**src/rtl/fetch_ctrl.sv**
```systemverilog
// Instruction-fetch front end: owns the fetch PC, issues word-aligned reads and
// buffers returned words with their PCs in a small queue for decode.
module fetch_ctrl #(
  parameter logic [31:0] RESET_PC = 32'h0000_0000,
  parameter int unsigned DEPTH    = 2
) (
  input  logic        clk,
  input  logic        reset,
  output logic [31:0] mem_address,
  output logic        mem_ren,
  input  logic        mem_ready,
  input  logic [31:0] mem_dataout,
  input  logic        redirect,
  input  logic [31:0] redirect_pc,
  input  logic        dec_ready,
  output logic        inst_valid,
  output logic [31:0] inst,
  output logic [31:0] inst_pc
);

  localparam int unsigned PW = $clog2(DEPTH);
  localparam int unsigned CW = PW + 1;

  typedef enum logic {StRun, StDrain} state_e;

  state_e          state_q;
  logic [31:0]     fetch_pc_q, pending_pc_q;
  logic [31:0]     q_inst [DEPTH];
  logic [31:0]     q_pc   [DEPTH];
  logic [PW-1:0]   head_q, tail_q, head_d, tail_d;
  logic [CW-1:0]   count_q, count_d, count_left;
  logic            inst_valid_q, inst_valid_d;
  logic [31:0]     inst_q, inst_d, inst_pc_q, inst_pc_d;
  logic [31:0]     target;
  logic            pop, space, beat, push;
  logic            unused_rpc;

  assign target     = {redirect_pc[31:2], 2'b00};
  assign unused_rpc = ^redirect_pc[1:0];

  assign pop   = inst_valid_q && dec_ready;
  assign space = (count_q < CW'(DEPTH)) || pop;
  // A pending miss can never lose its request: only this block pushes, so space stays.
  assign mem_ren     = !reset && ((state_q == StDrain) || space);
  assign mem_address = fetch_pc_q;
  assign beat        = mem_ren && mem_ready;
  assign push        = beat && (state_q == StRun) && !redirect;

  assign inst_valid = inst_valid_q;
  assign inst       = inst_q;
  assign inst_pc    = inst_pc_q;

  always_comb begin
    count_left   = count_q - CW'(pop);
    head_d       = head_q + PW'(pop);
    tail_d       = tail_q;
    count_d      = count_left;
    if (push) begin
      tail_d  = tail_q + PW'(1'b1);
      count_d = count_left + CW'(1'b1);
    end
    if (redirect) begin
      head_d  = '0;
      tail_d  = '0;
      count_d = '0;
    end

    // Head registers hold their last value whenever the queue goes empty.
    inst_valid_d = (count_d != '0);
    inst_d       = inst_q;
    inst_pc_d    = inst_pc_q;
    if (count_d != '0) begin
      if (count_left == '0) begin
        inst_d    = mem_dataout;
        inst_pc_d = fetch_pc_q;
      end else begin
        inst_d    = q_inst[head_d];
        inst_pc_d = q_pc[head_d];
      end
    end
  end

  always_ff @(posedge clk) begin
    if (push) begin
      q_inst[tail_q] <= mem_dataout;
      q_pc[tail_q]   <= fetch_pc_q;
    end
  end

  always_ff @(posedge clk) begin
    if (reset) begin
      state_q      <= StRun;
      fetch_pc_q   <= RESET_PC;
      pending_pc_q <= RESET_PC;
      head_q       <= '0;
      tail_q       <= '0;
      count_q      <= '0;
      inst_valid_q <= 1'b0;
      inst_q       <= '0;
      inst_pc_q    <= '0;
    end else begin
      head_q       <= head_d;
      tail_q       <= tail_d;
      count_q      <= count_d;
      inst_valid_q <= inst_valid_d;
      inst_q       <= inst_d;
      inst_pc_q    <= inst_pc_d;
      unique case (state_q)
        StRun: begin
          if (redirect) begin
            if (mem_ren && !mem_ready) begin
              // Miss in flight: let it finish to the old address, then retarget.
              pending_pc_q <= target;
              state_q      <= StDrain;
            end else begin
              fetch_pc_q <= target;
            end
          end else if (beat) begin
            fetch_pc_q <= fetch_pc_q + 32'd4;
          end
        end
        StDrain: begin
          if (mem_ready) begin
            fetch_pc_q <= redirect ? target : pending_pc_q;
            state_q    <= StRun;
          end else if (redirect) begin
            pending_pc_q <= target;
          end
        end
        default: state_q <= StRun;
      endcase
    end
  end

endmodule

```
**config.mk**
```make
export PLATFORM = sky130hd
export DESIGN_NAME = fetch_ctrl
export DESIGN_NICKNAME = d
export VERILOG_FILES = /design/src/rtl/fetch_ctrl.sv
export SDC_FILE = /design/constraint.sdc
export NUM_CORES = 1
export LEC_CHECK = 0
export ABC_CLOCK_PERIOD_IN_PS = 6700
export CAP_MARGIN = 20
export CORE_MARGIN = 3
export CORE_UTILIZATION = 30
export DETAILED_ROUTE_END_ITERATION = 8
export SYNTH_ARGS = -nofsm -noshare
export SYNTH_HDL_FRONTEND = slang
export SYNTH_SLANG_ARGS = --single-unit
```
**constraint.sdc**
```tcl
create_clock -name clk -period 6.7 [get_ports clk]
set_input_delay 1.34 -clock clk [delete_from_list [all_inputs] [get_ports clk]]
set_output_delay 1.34 -clock clk [all_outputs]
set_load 0.005 [all_outputs]
```
==> impl_metrics.toml, run 1 <==
[pwr]
ir_drop_mv = 0.1653
p_clk_share_pct = 42.0
internal_power_mw = 2.997
p_sw_mw = 0.9755
p_leak_nw = 4.710
cellPowerDensity_nw_per_um2 = 285.7
pwr-share-seq_pct = 46.5
swShare_pct = 24.55
comb_power_share_pct = 11.6

[setup_path]
endpoint_kind = "primary output"
crit_type = "in2out"
r2r-start = "state_q$_SDFF_PP0_"
rr_worst_depth = 6
critical_path.cell_chain = "buf_2 > buf_4 > a21oi_1 > clkdlybuf4s50_1"
required_ps = 5360
critPathMaxFanout = 43
r2r_slack_ps = 3380
critical_path.slowest_cell = "buf_2"
reg2reg_to = "inst[15]$_SDFFE_PP0P_"
startpoint_type = "input pin"
worstPathArrival_ps = 3030
critPathLaunch = "reset"
max_stage_delay_ps = 630

[route]
wl_met1_um = 13570
vias_per_cell = 5.122
routed_wl_um = 29250
wl_per_cell_um = 18.26
first_pass_iters = 5
drcViolationCount = 0
wl_met2_um = 13180
drtIter0Drc = 496
ant_nets = 0
via_count = 8206
wl_met3_um = 1878
highest_layer = "met4"

[timing]
setup_violations = 0
whs_ps = 454.4
skew_ps = 12.57
min_period_over_period_pct = 65.25
hold_viol = 0
worst_slew_pin_slew_ps = 1046
setup-tns-final_ps = 0
slew_viol_final = 0
finalCriticalPeriod_ps = 4372
max_slew_margin_pct = 30.08
fmax_mhz = 228.7
rsz0062_at_grt = "false"

[placed_design]
port_buffers = 164
hpwl_um = 18710
postPlaceCellArea_um2 = 12890
place.gp.congestion = 0.8265
dp_cells = 1547

[synth]
synth_most_common_cell = "nand2_1"
synth_fp_nets = 1056
syn_area_per_cell_um2 = 11.03
yosysSeqAreaShare_pct = 60.11
synth.distinct_cells = 58
synth_area_leader_cell = "edfxtp_1"
ys_top_cells_by_area = "edfxtp_1, dfxtp_1, mux2i_1"
synth-seq-cells = 262
synthTopCellsByCount = "nand2_1, dfxtp_1, edfxtp_1, o21ai_0, mux2i_1"
synth_edf_count = 128
synthFlopType = "dfxtp_1"
syn_inst = 984
synth_top_area_share_pct = 35.40
synth.cell_area_um2 = 10860
yosysWarnings = 0
async_flop_share_pct = 0

[hold_path]
holdCritPathClass = "reg2reg"
min-delay-start = "pending_pc_q[10]$_SDFFE_PP0P_"
hold_end = "pending_pc_q[10]$_SDFFE_PP0P_"
whs_path_depth = 2

[finish]
post-route-util_pct = 39.00
fill_cells = 3457
areaGrowthSynthToFinish_pct = 28.06
final_area_um2 = 13900
diodes = 0
fin_nets = 1190
final_cell_count_no_fill = 1602
drive_gt1_share_pct = 6.836

[cts]
clkLatencyLatePin_ps = 560
clock_path_buffers = 3
cts_buffers = 30
cts_setup_buffers = 0
ctsResizeCount = 0
clk_pin_slew_ps = 50
cts_max_level = 1
cts_hold_buffers = 0
cts_tree = "done"
ctsRootBufferMaster = "clkbuf_16"
cts.sink_count = 262

[global_route]
grt_max_degree = 88
grt_pass1_vias = 7697
gr-total-overflow = 0
grt_pass1_wl_um = 45160
antenna_found_initial = 0
grt_usage_pct = 14.58

[floorplanning]
initial_utilization_pct = 30.45
rows = 69
die_w_um = 196.2
io_pins = 167
die_h_um = 196.2
design.core.area_um2 = 35660
die-area_um2 = 38510

[job]
drv_cap = 0

[outcome]
status = "finished, final reports clean"
## power by group through the flow
stage	logic, mW	registers [mW]	clock network, mW
CTS	0.465	1.85	1.71
global route	0.508	1.86	1.78
global placement	0.455	1.88	0
floorplan	0.254	1.85	0
finish	0.459	1.85	1.67
detailed placement	0.463	1.88	0
## final cells by class
type | instances | area, um^2 | share of cell area, %
flip-flops and latches | 262 | 6526 | 46.94
multi-input cells | 633 | 3956 | 28.45
repair buffers | 177 | 1779 | 12.80
clock buffers | 40 | 818.3 | 5.885
well taps | 461 | 576.8 | 4.148
clock inverters | 15 | 195.2 | 1.404
inverters | 14 | 52.55 | 0.3779
## state kept, by name, indices dropped and copies added, names as in the netlist
register      cells
inst             32
pending_pc_q     32
inst_valid        1
mem_address      32
tail_q            1
state_q           1
q_inst           64
q_pc             64
count_q           2
head_q            1
inst_pc          32
## routing by layer
| metal | GRT usage (%) | vias to the layer above |
|---|---|---|
| li1 | - | 3938 |
| met1 | 20.98 | 3967 |
| met2 | 22.84 | 257 |
| met3 | 2.782 | 44 |
| met4 | 3.327 | 0 |
| met5 | 0 | - |
## layout by cell type, fill, tap and decap left out, drive strengths merged, types with 4 or more instances in the layout
master | netlist | routed
edfxtp | 128 | 128
o221a | 4 | 4
nor2 | 36 | 36
o211ai | 4 | 4
a2bb2oi | 4 | 4
o22ai | 18 | 18
o2bb2ai | 6 | 6
mux2i | 70 | 70
o41ai | 4 | 4
clkdlybuf4s50 | 0 | 163
nand2 | 145 | 145
o21a | 11 | 11
and3 | 6 | 6
nor3 | 11 | 11
nand4 | 7 | 7
buf | 34 | 14
dfxtp | 134 | 134
a21oi | 60 | 60
a211oi | 8 | 8
clkinv | 0 | 9
inv | 14 | 15
clkbuf | 41 | 40
nor4 | 6 | 6
nand3 | 16 | 16
and2 | 4 | 4
bufinv | 0 | 4
o21ai | 99 | 99
and4 | 4 | 4
a22o | 64 | 64
## metrics by stage
| step | setup slack (ps) | power (mW) |
|---|---|---|
| 5_1_grt | 2225 | 4.148 |
| 3_3_place_gp | 2107 | 2.334 |
| 6_report | 2328 | 3.973 |
| 4_1_cts | 2327 | 4.025 |
| 2_1_floorplan | 1578 | 2.102 |
| 3_5_place_dp | 2048 | 2.344 |
## worst max path at each step
stage | endpoint | slack, ps | cells past startpoint
final | mem_ren | 2330 | 4
after global routing | mem_ren | 2220 | 4
after CTS | mem_ren | 2330 | 4
after detailed placement | inst[5]$_SDFFE_PP0P_ | 2050 | 11
after global placement | inst[9]$_SDFFE_PP0P_ | 2110 | 11
after floorplan | q_inst[0][0]$_DFFE_PP_ | 1580 | 3
## cells by family (layout without fill, tap and decap cells)
family | count (synthesis) | count (layout) | synth area share [%]
and+or+nand+nor | 247 | 247 | 10.06
adders and majority gates | 3 | 3 | 0.3457
muxes | 70 | 70 | 6.453
xor gates and xnor gates | 5 | 5 | 0.4034
DFF | 262 | 262 | 60.11
buffers and inverters | 89 | 246 | 3.872
AOI/OAI and AO/OA | 308 | 308 | 18.76
## worst max-delay path: cells and delay by family
kind	cells	cell delay, ps
AO/OA/AOI/OAI	1	120
buffers and inverters	3	1560
(Power assumes the default switching activity.)
==> run 2: changes to the inputs <==
--- a/config.mk
+++ b/config.mk
@@ -5,7 +5,7 @@
 export SDC_FILE = /design/constraint.sdc
 export NUM_CORES = 1
 export LEC_CHECK = 0
-export ABC_CLOCK_PERIOD_IN_PS = 6700
+export ABC_CLOCK_PERIOD_IN_PS = 3730
 export CAP_MARGIN = 20
 export CORE_MARGIN = 3
 export CORE_UTILIZATION = 30
==> constraint.sdc (replaced) <==
create_clock -name clk -period 3.73 [get_ports clk]
set_input_delay 0.746 -clock clk [delete_from_list [all_inputs] [get_ports clk]]
set_output_delay 0.746 -clock clk [all_outputs]
set_load 0.005 [all_outputs]
==> impl_metrics.toml, run 2 (synthesis results as in run 1) <==
[timing]
setup_violations = 0
setup-tns-final_ps = 0
max_slew_margin_pct = 45.12
skew_ps = 11.81
rsz0062_at_grt = "false"
min_period_over_period_pct = 88.83
worst_slew_pin_slew_ps = 822.0
finalCriticalPeriod_ps = 3313
fmax_mhz = 301.8
slew_viol_final = 0
whs_ps = 453.5
layout_setup_ws_ps = 416.6
hold_viol = 0

[global_route]
gr-total-overflow = 0
grt_pass1_wl_um = 44550
antenna_found_initial = 0
grt_max_degree = 66
grt_usage_pct = 14.33
grt_pass1_vias = 7652

[cts]
clock_path_buffers = 3
clkLatencyLatePin_ps = 550
cts.sink_count = 262
cts_buffers = 30
cts_tree = "done"
cts_hold_buffers = 0
cts_max_level = 1
ctsResizeCount = 0
cts_setup_buffers = 0
clk_pin_slew_ps = 60
ctsRootBufferMaster = "clkbuf_16"

[route]
drcViolationCount = 0
vias_per_cell = 5.014
wl_per_cell_um = 17.82
via_count = 8107
routed_wl_um = 28810
first_pass_iters = 5
ant_nets = 0
drtIter0Drc = 481

[finish]
fill_cells = 3422
multi_input_area_um2 = 3956
drive_gt1_share_pct = 8.131
post-route-util_pct = 39.48
areaGrowthSynthToFinish_pct = 29.65
final_cell_mix = "clkdlybuf4s50_1, nand2_1, dfxtp_1"
mostFrequentLayoutCell = "clkdlybuf4s50_1"
diodes = 0
regArea_um2 = 6526
fin_nets = 1205
top_regs = "q_inst x64, q_pc x64"

[setup_path]
r2r_slack_ps = 950
endpoint_kind = "primary output"
crit_type = "reg2out"
critPathMaxFanout = 22
required_ps = 2980
worstPathArrival_ps = 2570
startpoint_type = "flop"

[placed_design]
place_ws_ps = 232.5
hpwl_um = 18910
port_buffers = 164
place.gp.congestion = 0.8895

[pwr]
ir_drop_mv = 0.2559
totalPowerFinal_mw = 7.097
p_leak_nw = 4.808
cellPowerDensity_nw_per_um2 = 504.1

[floorplanning]
design.core.area_um2 = 35660
initial_utilization_pct = 30.45
io_pins = 167
die_w_um = 196.2
rows = 69
die_h_um = 196.2
die-area_um2 = 38510

[hold_path]
holdCritPathClass = "reg2reg"

[outcome]
status = "finished, final reports clean"

[job]
drv_cap = 0
## run 2: cell count changes in the layout (fill, tap and decap cells not counted), sizes merged
cell,change
buf,+15
bufinv,-2
clkbuf,+2
clkinv,+2
clkinvlp,-1
inv,-1
## run 2: worst paths after layout
| path | from | end | cells past startpoint |
|---|---|---|---|
| setup / recovery | state_q$_SDFF_PP0_ | mem_ren | 3 |
| hold / removal | pending_pc_q[26]$_SDFFE_PP0P_ | pending_pc_q[26]$_SDFFE_PP0P_ | 2 |
| setup reg to reg | state_q$_SDFF_PP0_ | mem_address[29]$_SDFFE_PP0P_ | 6 |
| hold reg to reg | pending_pc_q[26]$_SDFFE_PP0P_ | pending_pc_q[26]$_SDFFE_PP0P_ | 2 |
## run 2: layout make-up
class	instances	share of cell area [%]
Sequential cell	262	46.36
Multi-Input combinational cell	633	28.10
Timing Repair Buffer	192	13.92
Clock buffer	42	6.302
Tap cell	461	4.097
Clock inverter	13	0.8444
Inverter	14	0.3733
## run 2: where the power goes
part	internal (mW)	switching, mW
Clock	1.78	1.15
Sequential	3.16	0.153
Combinational	0.429	0.421
## run 2: metrics by stage
stage	area (um^2)	cells
after global routing	14080	1617
after floorplan	10860	984
after global placement	13070	1562
final	14080	1617
after CTS	14080	1617
after detailed placement	13070	1562
## run 2: worst max-delay path, cell delays in order, from the launching register on
cell and delay (ps):
dfxtp_1 850, inv_1 320, a21oi_1 280, clkdlybuf4s50_1 560
## run 2: routing by layer
metal	vias up	share of wire (%)	GRT usage (%)
met5	-	0	0
met1	3841	47	20.66
met3	42	5.8	2.387
li1	3960	-	-
met2	264	45	22.41
met4	0	2.0	3.802
